[config.mk]
export PLATFORM = sky130hd
export DESIGN_NAME = acc_slv_responder
export DESIGN_NICKNAME = d
export VERILOG_FILES = /design/src/rtl/acc_responder_pkg.sv /design/src/rtl/acc_responder_rsp_fifo.sv /design/src/rtl/acc_slv_responder.sv
export SDC_FILE = /design/constraint.sdc
export NUM_CORES = 2
export LEC_CHECK = 0
export BUFFER_PORTS_ARGS = -buffer_cell sky130_fd_sc_hd__buf_4
export CORE_MARGIN = 3
export CORE_UTILIZATION = 30
export DETAILED_ROUTE_END_ITERATION = 6
export GPL_TIMING_DRIVEN = 0
export SETUP_SLACK_MARGIN = 0.4
export SLEW_MARGIN = 20
export SYNTH_ARGS = -nofsm -noshare
export SYNTH_HDL_FRONTEND = slang
export SYNTH_SLANG_ARGS = --single-unit
[constraint.sdc]
create_clock -name clk_i -period 3.7 [get_ports clk_i]
set_input_delay 0.555 -clock clk_i [delete_from_list [all_inputs] [get_ports clk_i]]
set_output_delay 0.555 -clock clk_i [all_outputs]
set_load 0.01 [all_outputs]
[src/rtl/acc_responder_pkg.sv]
// Shared types for the ACC reference accelerator: opcode encoding and default response entry.
package acc_responder_pkg;

  localparam int unsigned RSP_DATA_W = 32;
  localparam int unsigned RSP_ID_W   = 4;

  typedef enum logic [3:0] {
    OP_ADD  = 4'd0,
    OP_SUB  = 4'd1,
    OP_XOR  = 4'd2,
    OP_MAC  = 4'd3,
    OP_SWAP = 4'd4
  } op_e;

  typedef struct packed {
    logic [RSP_DATA_W-1:0] data0;
    logic [RSP_DATA_W-1:0] data1;
    logic                  dual_wb;
    logic                  error;
    logic [RSP_ID_W-1:0]   id;
  } rsp_entry_t;

  function automatic logic op_is_legal(input logic [3:0] op);
    return op <= 4'(OP_SWAP);
  endfunction

endpackage

[src/rtl/acc_responder_rsp_fifo.sv]
// In-order response buffer: Depth entries (any Depth >= 1), outputs driven from stored state only.
module acc_responder_rsp_fifo
  import acc_responder_pkg::*;
#(
  parameter int unsigned Depth   = 4,
  parameter type         entry_t = rsp_entry_t
) (
  input  logic                         clk_i,
  input  logic                         rst_ni,
  input  logic                         wr_en_i,
  input  entry_t                       wr_data_i,
  input  logic                         rd_en_i,
  output entry_t                       rd_data_o,
  output logic                         full_o,
  output logic                         empty_o,
  output logic [$clog2(Depth + 1)-1:0] usage_o
);
  localparam int unsigned PtrW = (Depth > 1) ? $clog2(Depth) : 1;
  localparam int unsigned CntW = $clog2(Depth + 1);

  entry_t          r_mem [Depth];
  logic [PtrW-1:0] r_wr_ptr;
  logic [PtrW-1:0] r_rd_ptr;
  logic [CntW-1:0] r_count;
  logic            w_push;
  logic            w_pop;

  function automatic logic [PtrW-1:0] ptr_inc(input logic [PtrW-1:0] p);
    return (p == PtrW'(Depth - 1)) ? '0 : p + PtrW'(1);
  endfunction

  assign empty_o = (r_count == '0);
  assign full_o  = (r_count == CntW'(Depth));
  assign usage_o = r_count;
  assign w_pop   = rd_en_i & ~empty_o;
  assign w_push  = wr_en_i & (~full_o | w_pop);

  always_ff @(posedge clk_i) begin
    if (w_push) r_mem[r_wr_ptr] <= wr_data_i;
  end

  always_ff @(posedge clk_i or negedge rst_ni) begin
    if (!rst_ni) begin
      r_wr_ptr <= '0;
      r_rd_ptr <= '0;
      r_count  <= '0;
    end else begin
      if (w_push) r_wr_ptr <= ptr_inc(r_wr_ptr);
      if (w_pop)  r_rd_ptr <= ptr_inc(r_rd_ptr);
      if (w_push && !w_pop)      r_count <= r_count + CntW'(1);
      else if (!w_push && w_pop) r_count <= r_count - CntW'(1);
    end
  end

  // Empty buffer presents an all-zero entry so idle outputs read as 0.
  assign rd_data_o = empty_o ? '0 : r_mem[r_rd_ptr];

endmodule

[src/rtl/acc_slv_responder.sv]
// ACC-bus reference accelerator: op decode, Latency-stage pipeline, credit counter, in-order responses.
// Define ACC_SLV_RESPONDER_ERR_CHECK_EN to flag unknown opcodes instead of executing them as ADD.
module acc_slv_responder
  import acc_responder_pkg::*;
#(
  parameter int unsigned DataWidth = 32,
  parameter int unsigned AddrWidth = 4,
  parameter int unsigned IdWidth   = 4,
  parameter int unsigned Latency   = 2,
  parameter int unsigned RspDepth  = 4
) (
  input  logic                 clk_i,
  input  logic                 rst_ni,
  input  logic [AddrWidth-1:0] q_addr_i,
  input  logic [IdWidth-1:0]   q_id_i,
  input  logic [31:0]          q_data_op_i,
  input  logic [DataWidth-1:0] q_data_arga_i,
  input  logic [DataWidth-1:0] q_data_argb_i,
  input  logic [DataWidth-1:0] q_data_argc_i,
  input  logic                 q_valid_i,
  output logic                 q_ready_o,
  output logic [DataWidth-1:0] p_data0_o,
  output logic [DataWidth-1:0] p_data1_o,
  output logic                 p_dual_writeback_o,
  output logic [IdWidth-1:0]   p_id_o,
  output logic                 p_error_o,
  output logic                 p_valid_o,
  input  logic                 p_ready_i
);
  localparam int unsigned CntW = $clog2(RspDepth + 1);

  typedef struct packed {
    logic [DataWidth-1:0] data0;
    logic [DataWidth-1:0] data1;
    logic                 dual_wb;
    logic                 error;
    logic [IdWidth-1:0]   id;
  } entry_t;

  entry_t               w_entry;
  entry_t               w_rsp;
  entry_t               r_stg_entry [Latency];
  logic                 r_stg_valid [Latency];
  logic [3:0]           w_op;
  logic [DataWidth-1:0] w_mac;
  logic                 w_accept;
  logic                 w_deliver;
  logic                 w_fifo_empty;
  logic                 w_fifo_full;
  logic [CntW-1:0]      w_fifo_usage;
  logic [CntW-1:0]      r_outstanding;
  logic [CntW-1:0]      w_outstanding_next;
  logic                 r_q_ready;
  logic                 w_unused;

  assign w_op      = q_data_op_i[3:0];
  assign w_mac     = q_data_arga_i * q_data_argb_i + q_data_argc_i;
  assign w_accept  = q_valid_i & r_q_ready;
  assign w_deliver = ~w_fifo_empty & p_ready_i;

  always_comb begin
    w_entry    = '0;
    w_entry.id = q_id_i;
    case (w_op)
      OP_ADD:  w_entry.data0 = q_data_arga_i + q_data_argb_i;
      OP_SUB:  w_entry.data0 = q_data_arga_i - q_data_argb_i;
      OP_XOR:  w_entry.data0 = q_data_arga_i ^ q_data_argb_i;
      OP_MAC:  w_entry.data0 = w_mac;
      OP_SWAP: begin
        w_entry.data0   = q_data_argb_i;
        w_entry.data1   = q_data_arga_i;
        w_entry.dual_wb = 1'b1;
      end
      default: begin
`ifdef ACC_SLV_RESPONDER_ERR_CHECK_EN
        w_entry.error = ~op_is_legal(w_op);
`else
        w_entry.data0 = q_data_arga_i + q_data_argb_i;
`endif
      end
    endcase
  end

  // The result is computed at acceptance and then only delayed, so every stage is a plain shift.
  generate
    for (genvar gi = 0; gi < Latency; gi++) begin : g_stage
      always_ff @(posedge clk_i or negedge rst_ni) begin
        if (!rst_ni) begin
          r_stg_valid[gi] <= 1'b0;
          r_stg_entry[gi] <= '0;
        end else if (gi == 0) begin
          r_stg_valid[gi] <= w_accept;
          r_stg_entry[gi] <= w_entry;
        end else begin
          r_stg_valid[gi] <= r_stg_valid[(gi == 0) ? 0 : gi - 1];
          r_stg_entry[gi] <= r_stg_entry[(gi == 0) ? 0 : gi - 1];
        end
      end
    end
  endgenerate

  acc_responder_rsp_fifo #(
    .Depth   (RspDepth),
    .entry_t (entry_t)
  ) u_rsp_fifo (
    .clk_i     (clk_i),
    .rst_ni    (rst_ni),
    .wr_en_i   (r_stg_valid[Latency-1]),
    .wr_data_i (r_stg_entry[Latency-1]),
    .rd_en_i   (w_deliver),
    .rd_data_o (w_rsp),
    .full_o    (w_fifo_full),
    .empty_o   (w_fifo_empty),
    .usage_o   (w_fifo_usage)
  );

  // Credits cover pipeline plus buffer, so the buffer can never be asked to overflow.
  always_comb begin
    w_outstanding_next = r_outstanding;
    if (w_accept && !w_deliver)      w_outstanding_next = r_outstanding + CntW'(1);
    else if (!w_accept && w_deliver) w_outstanding_next = r_outstanding - CntW'(1);
  end

  always_ff @(posedge clk_i or negedge rst_ni) begin
    if (!rst_ni) begin
      r_outstanding <= '0;
      r_q_ready     <= 1'b0;
    end else begin
      r_outstanding <= w_outstanding_next;
      r_q_ready     <= (w_outstanding_next < CntW'(RspDepth));
    end
  end

  assign q_ready_o          = r_q_ready;
  assign p_valid_o          = ~w_fifo_empty;
  assign p_data0_o          = w_rsp.data0;
  assign p_data1_o          = w_rsp.data1;
  assign p_dual_writeback_o = w_rsp.dual_wb;
  assign p_id_o             = w_rsp.id;

`ifdef ACC_SLV_RESPONDER_ERR_CHECK_EN
  assign p_error_o = w_rsp.error;
  assign w_unused  = ^{q_addr_i, q_data_op_i[31:4], w_fifo_full, w_fifo_usage};
`else
  assign p_error_o = 1'b0;
  assign w_unused  = ^{q_addr_i, q_data_op_i[31:4], w_fifo_full, w_fifo_usage, w_rsp.error};
`endif

endmodule

==> results by group <==
Min path
  – Hold Path Class: input pin to async pin

Critical path
  – R2R Path End: u_rsp_fifo.usage_o[2]$_DFFE_PN0P_
  – Reg-to-reg setup timing slack: roughly 1.2 ns
  – Worst setup SP type: input pin
  – R2r startpoint: u_rsp_fifo.usage_o[1]$_DFFE_PN0P_
  – Setup crit end kind: flip-flop
  – Critical path data arrival time: 7.64 ns
  – Critical path peak fanout: 10
  – Cell depth of the worst flop-to-flop path: 9
  – CP required: slightly above 4 ns
  – Type of the worst setup path: input pin to flip-flop

Clock tree
  – CTS tree: done
  – Hold buffers post-CTS: 0
  – Root Driver: clkbuf_16
  – Clock Latency Late Sink: about 0.53 ns
  – H-tree depth: 2
  – Worst-case clock buffer depth: 3
  – Clk pin slew, worst setup/hold paths: roughly 0.06 ns
  – Total clock sinks: 427
  – TritonCTS buffer count: 39

Timing
  – Final clock skew: about 0.010 ns
  – Final Cycle Share: 195%
  – Post-route setup slack: -3.53 ns
  – Hold slack final: 0.0323 ns
  – Hold Vio Cnt, Final: 0
  – RSZ-0062 raised after global routing: yes
  – Setup-violating endpoint count in the final report: 27
  – Worst slew pin tran: ~1.1 ns
  – Final min period: just over 7 ns
  – Max_slew headroom: a little under a quarter
  – Pins Over Slew Limit: 0
  – Max Fclk: between 100 and 150 MHz

Yosys
  – Synth top area share: 25.2%
  – Sequential cell area fraction in the yosys report: 34.5%
  – YS warnings: 0
  – Synth area leaders: fa_1, edfxtp_1, dfrtp_1, and2_1, ha_1
  – Yosys cell types: slightly below 80
  – Number of synthesized flops with an enable pin: about 280
  – Net Count, Synth: approximately 3900
  – Avg Inst Size Synth: 11.3 sq um
  – Post-synth top area cell: fa_1
  – Asr flop ratio synth: between 30 and 40%
  – Synth Cell Area: 35000 sq um
  – Post-synthesis register bit count: around 430
  – Cells after Synth: ~3100
  – Most used DFF post-synth: edfxtp_1

Final layout
  – Layout cell share with drive strength beyond 1: 22.4%
  – Final net count: ~4200
  – Area Growth Syn to Fin: 23.8%
  – Number of fill cells: 11116

Floorplanning
  – Core Rows: ~120
  – Die H: ~350 um
  – Core footprint: approximately 120000 sq um
  – Die area: ~120000 sq um
  – Initial Util: a little under a third
  – Die width: approximately 350 um
  – # IOs: around 210

Detailed routing
  – Pre-antenna DRT Iters: 5
  – WL final: about 120000 um
  – Via count: 24531
  – Iter 0 DRT Violations: about 2000
  – Antenna violation net count after detailed routing: 0
  – DR WL/cell: roughly 25 um
  – DR DRC count: 0
  – Vias per inst: roughly 5.0

Placed design
  – GPL Wtd Cong: 0.985
  – Port Buffers: roughly 170
  – Post-DP HPWL: 94000 um

Global route
  – Grt ovf: 0
  – Vias in the first global route: around 26000
  – Initial antenna violation count: 28
  – Total GRT Usage: 20.2%
  – First-pass GRT wire length: between 150000 and 200000 um
  – Largest net degree at the start of global routing: 84

Status
  – Failing checks: setup timing
  – Status: finished, violations left

Run
  – Max-cap violations: 0
cell usage after synthesis, types with 4 or more instances:
| library cell | count |
|---|---|
| nor3_1 | 22 |
| buf_1 | 10 |
| mux2_2 | 5 |
| a211o_1 | 5 |
| and3_1 | 7 |
| a2111oi_0 | 5 |
| nand3b_1 | 4 |
| or3_1 | 4 |
| mux4_2 | 69 |
| fa_1 | 440 |
| dfrtp_1 | 151 |
| nand2b_1 | 7 |
| a21oi_1 | 78 |
| nor3b_1 | 5 |
| nor2b_1 | 6 |
| o221ai_1 | 7 |
| o22ai_1 | 5 |
| o21ai_0 | 58 |
| o21bai_1 | 4 |
| a221o_1 | 4 |
| o21a_1 | 12 |
| a31oi_1 | 8 |
| clkbuf_1 | 145 |
| a211oi_1 | 14 |
| a22oi_1 | 9 |
| a21o_1 | 25 |
| nand4_1 | 6 |
| nand2_1 | 262 |
| ha_1 | 182 |
| o31ai_1 | 10 |
| mux2i_1 | 15 |
| a21boi_0 | 4 |
| a221oi_1 | 8 |
| nor2_1 | 78 |
| nand3_1 | 15 |
| and2_1 | 411 |
| inv_1 | 531 |
| edfxtp_1 | 276 |
| xnor2_1 | 100 |
| xor2_1 | 32 |
| nor4_1 | 4 |
worst max-delay path, stage by stage:
cell,delay [ns]
buf_4,0.12
clkbuf_8,0.19
clkbuf_16,0.20
and2_1,0.19
fa_2,0.54
fa_1,0.42
fa_1,0.49
inv_1,0.06
fa_1,0.54
inv_2,0.05
fa_1,0.57
fa_2,0.43
fa_1,0.53
inv_2,0.05
fa_1,0.53
inv_2,0.05
ha_4,0.27
and3_4,0.18
nor2b_4,0.15
nand2_2,0.11
a211oi_4,0.22
buf_6,0.16
nor3_2,0.06
o311ai_2,0.27
xnor2_1,0.16
nand2_1,0.11
a221oi_4,0.39
layer usage:
metal	GRT usage [%]	wire length (um)	vias up
met5	0	123	-
met4	8.96	6030	18
met3	5.48	12300	282
met2	31.6	55500	1148
met1	26.3	49100	12584
li1	-	-	10499
sequential cells by signal, summed over array words and instances (netlist names):
register / cells
u_rsp_fifo.r_mem: 276
r_stg_entry: 138
r_outstanding: 3
u_rsp_fifo.usage_o: 3
r_stg_valid: 2
u_rsp_fifo.r_rd_ptr: 2
u_rsp_fifo.r_wr_ptr: 2
q_ready_o: 1
worst max-delay path by stage:
| stage | startpoint | endpoint | slack (ns) | cells after the start |
|---|---|---|---|---|
| finish | q_data_arga_i[16] | r_stg_entry[139]$_DFF_PN0_ | -3.53 | 27 |
| CTS | q_data_argb_i[3] | r_stg_entry[139]$_DFF_PN0_ | -3.55 | 29 |
| detailed placement | q_data_arga_i[15] | r_stg_entry[139]$_DFF_PN0_ | -5.36 | 24 |
| global route | q_data_argb_i[3] | r_stg_entry[139]$_DFF_PN0_ | -3.69 | 30 |
| global placement | q_data_arga_i[15] | r_stg_entry[139]$_DFF_PN0_ | -5.33 | 24 |
| floorplan | q_data_argb_i[7] | r_stg_entry[135]$_DFF_PN0_ | -3.25 | 27 |
layout by cell type, fill, tap and decap left out, drive strengths merged, types with 8 or more instances in the layout:
master,Yosys,final
nand3,15,15
o21ai,58,58
nand2,262,262
xnor2,101,101
edfxtp,276,276
a21oi,78,78
a31oi,9,9
mux4,69,69
clkbuf,145,190
o21a,12,12
buf,13,296
o31ai,10,10
xor2,32,32
a211oi,14,14
a21o,25,25
a22oi,9,9
mux2i,15,15
inv,531,532
nor3,22,22
a221oi,9,9
diode,0,8
nor2,79,79
dfrtp,151,151
ha,182,182
fa,440,440
and2,411,411
cell families (layout without fill, tap and decap cells):
kind of cell	count (synthesis)	count (layout)	synth area share [%]
adders and majority gates	622	622	31.7
DFF	427	427	34.5
and+or+nand+nor	844	844	12.7
other	1	9	0.0107
xor gates and xnor gates	134	134	3.41
AOI/OAI and AO/OA	282	282	5.30
muxes	89	89	5.03
buffers and inverters	692	1033	7.45
timing repair:
| item | 4_1_cts | 5_1_grt |
|---|---|---|
| setup endpoints to repair | 98 | 60 |
| cloned | 2 | 0 |
| pin swaps | 66 | 104 |
| buffers inserted | 64 | 29 |
| resized for setup | 323 | 168 |
cell type report:
cell class	instances	area (sq um)	area share [%]
diodes	8	20.0	0.0462
well taps	1512	1890	4.36
clock buffers	62	1150	2.66
multi-input cells	1972	21800	50.3
flip-flops and latches	427	12100	27.8
plain buffers	158	1870	4.30
inverters	534	2010	4.63
repair buffers	269	2360	5.45
clock inverters	10	166	0.384
metrics by stage:
| step | cell area, sq um | setup TNS (ns) | worst slack, ns | util (%) | std cells |
|---|---|---|---|---|---|
| after floorplan | 35800 | -62.43 | -3.25 | - | 3091 |
| after global placement | 39000 | -272.82 | -5.33 | 33.9 | 4772 |
| after detailed placement | 39100 | -106.06 | -5.36 | 34.0 | 4777 |
| after CTS | 42500 | -70.16 | -3.55 | 36.9 | 4915 |
| after global routing | 43400 | -72.79 | -3.69 | 37.7 | 4947 |
| final | 43400 | -69.52 | -3.53 | 37.7 | 4952 |
Power is not shown: default switching activity piles up to over one toggle a cycle in this logic, so the estimate is an artifact.
